**config.mk**
```make
export PLATFORM = sky130hd
export DESIGN_NAME = ym3438_clk_gen
export DESIGN_NICKNAME = d
export VERILOG_FILES = /design/src/rtl/ym3438_clk_gen.sv
export SDC_FILE = /design/constraint.sdc
export NUM_CORES = 1
export LEC_CHECK = 0
export ABC_AREA = 1
export CAP_MARGIN = 20
export CELL_PAD_IN_SITES_DETAIL_PLACEMENT = 0
export CELL_PAD_IN_SITES_GLOBAL_PLACEMENT = 1
export CORE_UTILIZATION = 31
export DETAILED_ROUTE_END_ITERATION = 6
export PLACE_DENSITY = 0.69
export SETUP_SLACK_MARGIN = 0.2
export SYNTH_ARGS = -nofsm -noshare
export SYNTH_HDL_FRONTEND = slang
export SYNTH_SLANG_ARGS = --single-unit
export TNS_END_PERCENT = 5
```
**constraint.sdc**
```tcl
create_clock -name MCLK -period 1 [get_ports MCLK]
set_input_delay 0.25 -clock MCLK [delete_from_list [all_inputs] [get_ports MCLK]]
set_output_delay 0.25 -clock MCLK [all_outputs]
set_load 0.02 [all_outputs]
```
**src/rtl/ym3438_clk_gen.sv**
```systemverilog
// ym3438_clk_gen: master timing generator for the OPN2 core.
// Divides MCLK into non-overlapping c1/c2 enable pulses, keeps the global
// slot counter that sequences the operator pipeline, and brings the chip
// clear pin into the c1/c2 domain.
`timescale 1ns/1ps

module ym3438_clk_gen #(
  parameter int DIV    = 6,
  parameter int SLOTS  = 24,
  parameter int SLOT_W = 5
) (
  input  logic              MCLK,
  input  logic              reset,
  input  logic              ic,
  output logic              c1,
  output logic              c2,
  output logic [SLOT_W-1:0] slot,
  output logic              slot_last,
  output logic              ic_sync
);

  // Prescaler needs at least one bit even when DIV == 2.
  localparam int P_W = (DIV > 2) ? $clog2(DIV) : 1;

  localparam logic [P_W-1:0]    P_LAST    = P_W'(DIV - 1);
  localparam logic [P_W-1:0]    P_HALF    = P_W'(DIV / 2 - 1);
  localparam logic [SLOT_W-1:0] SLOT_LAST = SLOT_W'(SLOTS - 1);

  logic [P_W-1:0]    p_q, p_d;
  logic              c1_q, c1_d;
  logic              c2_q, c2_d;
  logic              s0_q, s0_d;
  logic              s1_q, s1_d;
  logic              ic_sync_q, ic_sync_d;
  logic [SLOT_W-1:0] slot_q, slot_d;

  // Next-state logic. c1/c2 are decoded one count early so the registered
  // pulses land on p == 0 and p == DIV/2 respectively.
  always_comb begin
    p_d       = (p_q == P_LAST) ? '0 : p_q + P_W'(1);
    c1_d      = (p_q == P_LAST);
    c2_d      = (p_q == P_HALF);
    s0_d      = ic;
    s1_d      = s0_q;
    ic_sync_d = c1_q ? s1_q : ic_sync_q;
    slot_d    = slot_q;
    if (c2_q) begin
      // Clear wins over the wrap when both apply.
      if (ic_sync_q) begin
        slot_d = '0;
      end else if (slot_q == SLOT_LAST) begin
        slot_d = '0;
      end else begin
        slot_d = slot_q + SLOT_W'(1);
      end
    end
  end

  // State registers; reset clears everything immediately, mid-pulse included.
  always_ff @(posedge MCLK or posedge reset) begin
    if (reset) begin
      p_q       <= '0;
      c1_q      <= 1'b0;
      c2_q      <= 1'b0;
      s0_q      <= 1'b0;
      s1_q      <= 1'b0;
      ic_sync_q <= 1'b0;
      slot_q    <= '0;
    end else begin
      p_q       <= p_d;
      c1_q      <= c1_d;
      c2_q      <= c2_d;
      s0_q      <= s0_d;
      s1_q      <= s1_d;
      ic_sync_q <= ic_sync_d;
      slot_q    <= slot_d;
    end
  end

  assign c1        = c1_q;
  assign c2        = c2_q;
  assign slot      = slot_q;
  assign slot_last = (slot_q == SLOT_LAST);
  assign ic_sync   = ic_sync_q;

endmodule

```
==> out/qor.yml <==
syn_area_sq_um: 538
initial_utilization: 0.345
dp.cells: 98
grt_pass1_vias: 479
antenna_found_initial: 0
tightest_slew_ns: 0.153
met2WireLength_microns: 506
violations: "design-rule violations, negative setup slack"
worst_ep_required_time_ns: 0.75
worstPathMaxFanout: 2
firstDrtPassIters: 5
crit_arrival_ns: 1.10
htree_num_levels: 1
drive_above_1_share: 0.448
slew_headroom: 0.898
diodes: 0
synth_cell_types: 15
met1Wirelength_microns: 468
grt_first_pass_wirelength_mm: 2.11
antenna_left: 0
route.met3.wl_microns: 39
outcome: "complete, but fails checks"
yosysWarnings: 0
io_pins: 12
fin_ws_ns: -0.348
synth_top_area_cell: "dfrtp_1"
clock_latency_ns: 0.26
max_stage_delay_ns: 0.43
rsz0062_at_grt: "true"
async_flop_share: 1.00
synth_commonest_cells: "nand2_1 (19), dfrtp_1 (13), inv_1 (8), nor2_1 (3), o21ai_0 (3)"
io_buffers: 11
final.min_clock_period_ns: 1.35
top_layer: "met4"
synth_area_leaders: "dfrtp_1 (60%), nand2_1 (13%), inv_1 (5.6%)"
power.density_nw_per_um2: 1190
fin_area_sq_um: 831
drv_slew: 0
synth-xor-area-share: 0
ys.flop_type: "dfrtp_1"
cp_slowest_cell: "dfrtp_2"
hpwl_microns: 773
synth_fa_ha_area_frac: 0.0233
die_h_microns: 43.7
grt_max_degree: 14
ctsHoldBuffers: 0
track_usage: 0.156
synthSimpleGateAreaFrac: 0.242
ys_seq_area_frac: 0.605
viasPerCell: 4.44
grt-ovfl-total: 0
place_ws_ns: -0.508
drc: 1
min_path_type: "in2async"
fin_skew_ns: 0.00155
cts_root_buffer: "clkbuf_4"
fin_cells: 103
fmax_mhz: 742
cts.path.max_buffers: 2
synth_edf_count: 0
hold_viol: 0
synthCells: 58
cts_tree: "done"
setup-violations-final: 14
synthMuxAreaShare: 0
vdd_ir_drop_max_mv: 0.743
finalNetCount: 92
syn_nets: 62
dr_total_vias: 457
synth-compound-area-share: 0.0674
power_leakage_nw: 0.460
maxCapViolCount: 0
synthMostInstantiatedCell: "nand2_1"
numCtsBuffers: 3
path_class: "reg2out"
cts_num_sinks: 13
die_w_microns: 43.7
die_area_sq_um: 1910
cp_cell_sequence: "ha_4, nand2_4, nor2_4, buf_6"
cp_top_family: "flip-flops"
syn2layout_area_growth_pct: 54.4
drt-initial-drc-count: 2
fin_crit_sh: 1.35
synth_top_family_by_area: "simple AND/OR/NAND/NOR gates"
gp_congestion: 0.709
endpoint_kind: "primary output"
crit_buf_inv: 1
dpl-instance-area_sq_um: 793
syn_avg_cell_area_sq_um: 9.28
startpoint_type: "register"
clk_pin_slew_ns: 0.08
wl_per_cell_microns: 10.0
ys_ff_latch: 13
rows: 14
synth.top_cell.area_share: 0.605
coreArea_sq_um: 1560
drt_wl_total_mm: 1.03
holdWs_ns: 0.272
postLayoutCoreUtil: 0.533
## routing by layer
| layer | vias up | global-route usage |
|---|---|---|
| li1 | 237 | - |
| met1 | 209 | 0.184 |
| met2 | 9 | 0.254 |
| met3 | 2 | 0.0375 |
| met4 | 0 | 0.0938 |
| met5 | - | 0 |
## worst min-delay path: stages
cell             delay (ns)
clkdlybuf4s50_1        0.39
inv_1                  0.09
buf_12                 0.14
## cell families after synthesis
| logic type | count (synthesis) |
|---|---|
| AO/OA/AOI/OAI | 6 |
| adder cells (fa/ha/maj) | 1 |
| flip-flops | 13 |
| AND/OR/NAND/NOR | 29 |
| buffers and inverters | 9 |
## registers in the layout, summed over array words and instances, names as in the netlist
register  cells
c1            1
ic_sync       1
slot          5
s1_q          1
c2            1
s0_q          1
p_q           3
## cells in the final DEF (no fill, tap or decap), types with 2 or more instances in the layout
| cell type | netlist | layout |
|---|---|---|
| dfrtp_2 | 0 | 3 |
| inv_2 | 1 | 3 |
| buf_4 | 0 | 12 |
| buf_2 | 0 | 4 |
| nand4_1 | 2 | 2 |
| nor2_1 | 3 | 3 |
| nor2_4 | 1 | 2 |
| o21ai_1 | 0 | 3 |
| clkdlybuf4s50_1 | 0 | 2 |
| clkbuf_4 | 0 | 3 |
| inv_1 | 8 | 5 |
| dfrtp_1 | 13 | 10 |
| nand2_1 | 19 | 19 |
| buf_6 | 0 | 6 |
## metrics by stage
step | power [mW] | setup TNS, ns
2_1_floorplan | 0.611 | -0.573
3_3_place_gp | 0.679 | -3.17
3_5_place_dp | 0.681 | -3.27
4_1_cts | 0.998 | -2.26
5_1_grt | 1.04 | -2.93
6_report | 0.985 | -2.15
## layout make-up
cell class,instances,area [sq um]
tap,16,20.0
sequential,13,329
timing repair buffer,25,218
fill,148,728
inverter,9,36.3
multi-input combinational,36,201
clock buffer,4,26.3
## report_power, final
part           internal (mW)  leakage [nW]  total, mW  switching, mW
registers              0.542         0.165      0.554         0.0119
clock network          0.154        0.0150      0.315          0.161
logic                 0.0599         0.280      0.116         0.0560
## worst paths after layout
path | to | start | slack (ns) | cells after the start
max | slot_last | slot[1]$_DFFE_PP0P_ | -0.35 | 4
min | s1_q$_DFF_PP0_ | reset | 0.27 | 3
max reg2reg | slot[4]$_DFFE_PP0P_ | slot[1]$_DFFE_PP0P_ | -0.19 | 8
min reg2reg | s1_q$_DFF_PP0_ | s0_q$_DFF_PP0_ | 0.35 | 0
max in group asynchronous | p_q[0]$_DFF_PP0_ | reset | 0.61 | 3
min in group MCLK | s1_q$_DFF_PP0_ | s0_q$_DFF_PP0_ | 0.35 | 0
## timing repair
action / in CTS / in global routing
buffers inserted: 1 / 0
pin swaps: 3 / 2
resized for setup: 50 / 7
setup endpoints to repair: 15 / 18
Power figures use the tool's default switching activity.
